### src/rtl/oflow_pe_match_ctrl.sv
// ---------------------------------------------------------------------------
// oflow_pe_match_ctrl
//
// Per-bbox control for the optical-flow processing element. For each
// bounding box it:
//   1. kicks off feature extraction (start_fe) and waits for done_fe,
//   2. streams row requests (row_req/row_sel) to the similarity-metric
//      array, one row per cycle, NUM_CH previous objects per row,
//   3. folds the returned per-channel scores into a running minimum,
//   4. reports the winning ID and score, plus a threshold match flag,
//      with a one-cycle done_pe pulse.
// A first frame, or a frame with no previous objects, skips straight to
// the result with matched=0.
//
// Ports
//   clk, reset_N        clock, asynchronous active-low reset
//   start_pe            start one bbox (ignored unless idle)
//   flush               synchronous abort back to idle
//   first_frame         no previous objects to match against
//   num_prev_objs       number of valid previous objects
//   threshold           largest score still counted as a match
//   start_fe / done_fe  feature-extraction handshake
//   row_req / row_sel   row request to the similarity-metric array
//   sm_valid            one pulse per requested row, in request order
//   sm_score / sm_id    per-channel scores and IDs (channel 0 in LSBs)
//   best_id/best_score  winning candidate, held until the next done_pe
//   matched             best_score <= threshold
//   done_pe             result-valid pulse
//   busy                controller is not idle
// ---------------------------------------------------------------------------
module oflow_pe_match_ctrl #(
    parameter int NUM_CH  = 2,
    parameter int SCORE_W = 16,
    parameter int ID_W    = 12,
    parameter int ROW_W   = 6,
    parameter int CNT_W   = 10
) (
    input  logic                        clk,
    input  logic                        reset_N,
    input  logic                        start_pe,
    input  logic                        flush,
    input  logic                        first_frame,
    input  logic [CNT_W-1:0]            num_prev_objs,
    input  logic [SCORE_W-1:0]          threshold,
    output logic                        start_fe,
    input  logic                        done_fe,
    output logic                        row_req,
    output logic [ROW_W-1:0]            row_sel,
    input  logic                        sm_valid,
    input  logic [NUM_CH*SCORE_W-1:0]   sm_score,
    input  logic [NUM_CH*ID_W-1:0]      sm_id,
    output logic [ID_W-1:0]             best_id,
    output logic [SCORE_W-1:0]          best_score,
    output logic                        matched,
    output logic                        done_pe,
    output logic                        busy
);

    // Candidate-index width: wide enough for rows*NUM_CH without wrapping.
    localparam int IDX_W = CNT_W + $clog2(NUM_CH) + 1;

    typedef enum logic [2:0] {
        ST_IDLE,
        ST_FE,
        ST_REG,
        ST_DRAIN,
        ST_DONE
    } state_t;

    state_t               state_reg, state_next;

    // Per-bbox latched parameters
    logic [CNT_W-1:0]     count_reg;
    logic                 first_frame_reg;
    logic [SCORE_W-1:0]   threshold_reg;
    logic [CNT_W-1:0]     rows_reg;

    // Progress counters
    logic [CNT_W-1:0]     req_cnt_reg;    // rows requested so far
    logic [CNT_W-1:0]     resp_cnt_reg;   // rows answered so far
    logic [IDX_W-1:0]     base_reg;       // candidate index of channel 0 of next response

    // Running minimum; kept apart from the outputs so the previous result
    // stays visible while a new bbox is being scored.
    logic [SCORE_W-1:0]   run_score_reg;
    logic [ID_W-1:0]      run_id_reg;

    // Registered outputs
    logic                 start_fe_reg, start_fe_next;
    logic                 row_req_reg, row_req_next;
    logic [ROW_W-1:0]     row_sel_reg, row_sel_next;
    logic [ID_W-1:0]      best_id_reg, best_id_next;
    logic [SCORE_W-1:0]   best_score_reg, best_score_next;
    logic                 matched_reg, matched_next;
    logic                 done_pe_reg, done_pe_next;

    logic [IDX_W-1:0]     rows_calc;
    logic                 sm_accept;
    logic                 rows_done;

    logic [SCORE_W-1:0]   ch_score [NUM_CH];
    logic [ID_W-1:0]      ch_id    [NUM_CH];
    logic [NUM_CH-1:0]    ch_live;
    logic [SCORE_W-1:0]   sel_score;
    logic [ID_W-1:0]      sel_id;

    // rows = ceil(count / NUM_CH)
    assign rows_calc = (IDX_W'(num_prev_objs) + IDX_W'(NUM_CH - 1)) / IDX_W'(NUM_CH);

    assign rows_done = (resp_cnt_reg == rows_reg);
    // Responses beyond the number of requested rows are dropped as well.
    assign sm_accept = sm_valid && !flush && !rows_done &&
                       ((state_reg == ST_REG) || (state_reg == ST_DRAIN));

    // Unpack channels; a channel past the object count (partial last row)
    // is not a candidate.
    generate
        for (genvar gi = 0; gi < NUM_CH; gi++) begin : g_ch
            assign ch_score[gi] = sm_score[gi*SCORE_W +: SCORE_W];
            assign ch_id[gi]    = sm_id[gi*ID_W +: ID_W];
            assign ch_live[gi]  = (base_reg + IDX_W'(gi)) < IDX_W'(count_reg);
        end
    endgenerate

    // Fold the row into the running minimum. Strict less-than, scanning
    // channel 0 upwards, so ties keep the lower candidate index.
    always_comb begin
        sel_score = run_score_reg;
        sel_id    = run_id_reg;
        for (int c = 0; c < NUM_CH; c++) begin
            if (ch_live[c] && (ch_score[c] < sel_score)) begin
                sel_score = ch_score[c];
                sel_id    = ch_id[c];
            end
        end
    end

    // ---------------- FSM: state register ----------------
    always_ff @(posedge clk or negedge reset_N) begin
        if (!reset_N) begin
            state_reg <= ST_IDLE;
        end else begin
            state_reg <= state_next;
        end
    end

    // ---------------- FSM: next state ----------------
    always_comb begin
        state_next = state_reg;
        if (flush) begin
            state_next = ST_IDLE;
        end else begin
            case (state_reg)
                ST_IDLE:  if (start_pe) state_next = ST_FE;
                ST_FE: begin
                    if (done_fe) begin
                        if (first_frame_reg || (count_reg == '0)) state_next = ST_DONE;
                        else                                      state_next = ST_REG;
                    end
                end
                // The request for the last row is on the outputs when
                // req_cnt reaches rows.
                ST_REG:   if (req_cnt_reg == rows_reg) state_next = ST_DRAIN;
                ST_DRAIN: if (rows_done) state_next = ST_DONE;
                ST_DONE:  state_next = ST_IDLE;
                default:  state_next = ST_IDLE;
            endcase
        end
    end

    // ---------------- FSM: output next-values ----------------
    // Outputs are computed one cycle ahead and registered, so each pulse
    // coincides with the state it belongs to.
    always_comb begin
        start_fe_next   = (state_reg == ST_IDLE) && (state_next == ST_FE);
        row_req_next    = (state_next == ST_REG);
        row_sel_next    = (row_req_next && (state_reg == ST_REG)) ? ROW_W'(req_cnt_reg) : '0;
        done_pe_next    = (state_next == ST_DONE);
        best_id_next    = best_id_reg;
        best_score_next = best_score_reg;
        matched_next    = matched_reg;
        if (state_next == ST_DONE) begin
            if (state_reg == ST_FE) begin
                // Nothing to match against.
                best_id_next    = '0;
                best_score_next = '1;
                matched_next    = 1'b0;
            end else begin
                best_id_next    = run_id_reg;
                best_score_next = run_score_reg;
                matched_next    = (run_score_reg <= threshold_reg);
            end
        end
    end

    // ---------------- Datapath and output registers ----------------
    always_ff @(posedge clk or negedge reset_N) begin
        if (!reset_N) begin
            count_reg       <= '0;
            first_frame_reg <= 1'b0;
            threshold_reg   <= '0;
            rows_reg        <= '0;
            req_cnt_reg     <= '0;
            resp_cnt_reg    <= '0;
            base_reg        <= '0;
            run_score_reg   <= '0;
            run_id_reg      <= '0;
            start_fe_reg    <= 1'b0;
            row_req_reg     <= 1'b0;
            row_sel_reg     <= '0;
            best_id_reg     <= '0;
            best_score_reg  <= '0;
            matched_reg     <= 1'b0;
            done_pe_reg     <= 1'b0;
        end else begin
            start_fe_reg    <= start_fe_next;
            row_req_reg     <= row_req_next;
            row_sel_reg     <= row_sel_next;
            best_id_reg     <= best_id_next;
            best_score_reg  <= best_score_next;
            matched_reg     <= matched_next;
            done_pe_reg     <= done_pe_next;

            if ((state_reg == ST_IDLE) && (state_next == ST_FE)) begin
                count_reg       <= num_prev_objs;
                first_frame_reg <= first_frame;
                threshold_reg   <= threshold;
                rows_reg        <= rows_calc[CNT_W-1:0];
            end

            if ((state_reg == ST_FE) && (state_next == ST_REG)) begin
                // Row 0 goes out on entry, so one request is already issued.
                req_cnt_reg   <= CNT_W'(1);
                resp_cnt_reg  <= '0;
                base_reg      <= '0;
                run_score_reg <= '1;
                run_id_reg    <= '0;
            end else if ((state_reg == ST_REG) && (state_next == ST_REG)) begin
                req_cnt_reg <= req_cnt_reg + CNT_W'(1);
            end else if (state_next == ST_IDLE) begin
                req_cnt_reg  <= '0;
                resp_cnt_reg <= '0;
                base_reg     <= '0;
            end

            if (sm_accept) begin
                resp_cnt_reg  <= resp_cnt_reg + CNT_W'(1);
                base_reg      <= base_reg + IDX_W'(NUM_CH);
                run_score_reg <= sel_score;
                run_id_reg    <= sel_id;
            end
        end
    end

    assign start_fe   = start_fe_reg;
    assign row_req    = row_req_reg;
    assign row_sel    = row_sel_reg;
    assign best_id    = best_id_reg;
    assign best_score = best_score_reg;
    assign matched    = matched_reg;
    assign done_pe    = done_pe_reg;
    assign busy       = (state_reg != ST_IDLE);

endmodule
### config.mk
export PLATFORM = sky130hd
export DESIGN_NAME = oflow_pe_match_ctrl
export DESIGN_NICKNAME = d
export VERILOG_FILES = /design/src/rtl/oflow_pe_match_ctrl.sv
export SDC_FILE = /design/constraint.sdc
export NUM_CORES = 1
export LEC_CHECK = 0
export CAP_MARGIN = 20
export CORE_MARGIN = 4
export CORE_UTILIZATION = 25
export DETAILED_ROUTE_END_ITERATION = 10
export PLACE_DENSITY_LB_ADDON = 0.1
export SYNTH_ARGS = -nofsm -noshare
export SYNTH_HDL_FRONTEND = slang
export SYNTH_SLANG_ARGS = --single-unit
### constraint.sdc
create_clock -name clk -period 10.3 [get_ports clk]
set_input_delay 2.06 -clock clk [delete_from_list [all_inputs] [get_ports clk]]
set_output_delay 2.06 -clock clk [all_outputs]
set_load 0.02 [all_outputs]
==> metrics.md <==
| Metric | Value |
|---|---|
| Multi-input logic area | `4200 um2` |
| Post-CTS setup buffers | `0` |
| Maximum vdd ir drop | `0.000124 V` |
| Post-Syn Instances | `910` |
| Top Metal Used | `met4` |
| Period minus WS final | `between 7 and 8 ns` |
| Pre-CTS setup slack | `around 2.8 ns` |
| Hold_sp | `best_id[9]` |
| CTS clk-pin slew, worst paths | `approximately 0.070 ns` |
| CTS H-tree lvls | `4` |
| Synth Net Count | `1062` |
| DR vias | `6739` |
| WHS Path Cells | `2` |
| FF-to-FF End | `run_id_reg[11]` |
| Critical Path Start | `sm_score[15]` |
| Post-CTS Resized | `0` |
| Die W | `between 150 and 200 um` |
| Bufs on Longest Clock Path | `2` |
| Final worst-path cycle share | `between 60 and 70%` |
| Worst slew pin tran | `roughly 0.99 ns` |
| Routed Antenna Nets | `0` |
| Max_cap viols | `0` |
| # fillers | `3318` |
| Initial Utilization | `25.3%` |
| # IOs | `about 130` |
| Reg2Reg Setup Slack | `approximately 4.8 ns` |
| Root Buffer | `clkbuf_16` |
| Reg area | `approximately 3400 um2` |
| Syn. warnings | `0` |
| Netlist cell types | `54` |
| CTS buffer count | `17` |
| Most frequent cells in the layout | `dfrtp_1 (137), clkdlybuf4s50_1 (126), nand2_1 (125)` |
| M1 WL | `approximately 12000 um` |
| Port Buffers | `around 130` |
| GRT Total Usage | `14.4%` |
| WHS Endpoint | `best_id[9]` |
| Share of post-route cells with drive strength above 1 | `7.08%` |
| Clk Latency, worst-skew pair | `0.42 ns` |
| Diode count | `0` |
| Arrival time worst endpoint | `7.41 ns` |
| First-pass GRT wire length | `40300 um` |
| Worst Slack Setup Final | `~3.2 ns` |
| Mapped Area | `7980 um2` |
| CORE AREA | `31600 um2` |
| Ys flop type | `dfrtp_1` |
| GRT overflow | `0` |
| Drt drc | `0` |
| Status | `finished clean` |
| CP endpoint kind | `flop` |
| Reg-to-reg startpoint | `run_score_reg[15]` |
| Dpl hpwl | `17500 um` |
| Hold Fails Final Rpt | `0` |
| CTS Hold Buffers Added | `0` |
| DRT iter0 DRCs | `417` |
| # setup viols final | `0` |
| WS Path Type | `in -> reg` |
| Area grow syn2layout | `29.6%` |
| Vert. Die Dim | `187 um` |
| Site Rows | `65` |
| Metal3 WL | `810 um` |
| WL final | `24700 um` |
| Vias/cell | `4.70` |
| Lkg Pwr | `4.54 nW` |
| Clock skew | `0.0154 ns` |
| RSZ-0062 raised after global routing | `false` |
| Clock Sinks | `137` |
| FF+latch count, synth | `137` |
| CTS tree | `built` |
| Global placer's final weighted congestion | `0.776` |
| Final nets | `1170` |
| Min-delay worst type | `reg -> reg` |
| Seq/Total Area, Yosys | `42.9%` |
| Crit path launch type | `primary input` |
| Fin. max-slew vios | `0` |
| Crit path max fanout | `39` |
| Number of synthesized flops with an enable pin | `0` |
| Pin count of the biggest net entering global routing | `84` |
| DRT Pass-1 Iters | `5` |
| Setup_tns | `0 ns` |
| Initial antenna violation count | `0` |
| Most common cell after layout, fill and taps aside | `dfrtp_1` |
| FFs w/ async S/R, synth | `100%` |
| Critical Path RT | `between 10 and 15 ns` |
| Vias in the first global route | `6894` |
| Power per standard cell area | `257 nW/um2` |
| Fmax | `~140 MHz` |
| Avg WL per Cell | `17.3 um` |
| Slew margin rel. | `34.1%` |
| Full die area | `approximately 35000 um2` |
| Syn avg cell area | `8.77 um2` |
| FF-to-FF path depth | `20` |
| Met2 routed WL | `11400 um` |
kinds of logic after synthesis:
group | synth area share (%)
AND/OR/NAND/NOR | 18.9
AO/OA/AOI/OAI | 19.6
flip-flops | 42.9
buffers and inverters | 4.73
adder cells (fa/ha/maj) | 9.87
XOR/XNOR | 3.29
multiplexers | 0.690
synthesized netlist by cell type (4+ instances only):
cell	number	share of area, %
mux2_2	4	0.56
dfrtp_1	137	43
o21ai_0	67	4.2
xnor2_1	25	2.7
nand2_1	125	5.9
o21ai_1	33	2.1
nand3_1	34	2.1
a21oi_1	65	4.1
and2_1	11	0.86
buf_4	5	0.47
and3_1	22	1.7
a21o_1	7	0.66
inv_1	45	2.1
o31ai_1	5	0.47
o221a_2	16	2.3
nor2_1	95	4.5
nand4_1	18	1.4
ha_1	63	9.9
a31oi_1	7	0.55
buf_2	5	0.31
xor2_1	5	0.55
o21a_1	7	0.66
nor3_1	7	0.44
o211ai_1	4	0.38
nor2b_1	8	0.63
clkbuf_1	38	1.8
a211o_1	14	1.5
worst max-delay path by stage:
| stage | end | slack [ns] | cells past startpoint |
|---|---|---|---|
| CTS | run_id_reg[11] | 3.22 | 20 |
| finish | run_id_reg[11] | 3.18 | 20 |
| global route | run_id_reg[7] | 2.79 | 19 |
| detailed placement | run_id_reg[11] | 2.79 | 20 |
| floorplan | run_id_reg[2] | 4.63 | 19 |
| global placement | run_id_reg[3] | 2.86 | 19 |
metal layers:
metal  up-vias  GRT usage [%]
met5         -              0
met4         0           2.50
met3        11           2.99
met2       129           23.0
met1      3185           20.6
li1       3414              -
metrics by stage:
stage / utilization [%] / instance area [um2] / power, W / hold WS (ns) / instances
floorplan: - / 7980 / 0.00156 / 0.459 / 910
global placement: 30.6 / 9640 / 0.00196 / 0.464 / 1400
detailed placement: 30.6 / 9640 / 0.00196 / 0.473 / 1400
CTS: 32.7 / 10300 / 0.00270 / 0.487 / 1432
global route: 32.8 / 10300 / 0.00287 / 0.510 / 1433
finish: 32.8 / 10300 / 0.00266 / 0.479 / 1433
power by group:
part / total (W) / internal (W) / switching (W)
combinational: 0.00110 / 0.000482 / 0.000619
sequential: 0.000842 / 0.000704 / 0.000138
clock: 0.000713 / 0.000457 / 0.000256
total: 0.00266 / 0.00164 / 0.00101
critical path, stage by stage:
cell	delay [ns]
clkdlybuf4s50_1	0.49
ha_1	0.37
a221oi_2	0.28
nand3_1	0.11
or3_4	0.36
a41o_1	0.24
nor2_2	0.07
buf_4	0.35
a21oi_1	0.16
ha_1	0.33
a21oi_1	0.16
o21a_1	0.16
o211ai_1	0.10
nor2_1	0.14
a31oi_1	0.14
a211oi_4	0.73
buf_4	0.48
o31ai_1	0.10
buf_4	0.23
a211o_1	0.30
area by class of cell:
type | count | area share (%)
multi-input cells | 679 | 40.6
flip-flops and latches | 137 | 33.1
repair buffers | 137 | 13.2
well taps | 402 | 4.86
clock buffers | 18 | 4.15
clock inverters | 14 | 2.37
inverters | 46 | 1.67
(Power assumes the default switching activity.)
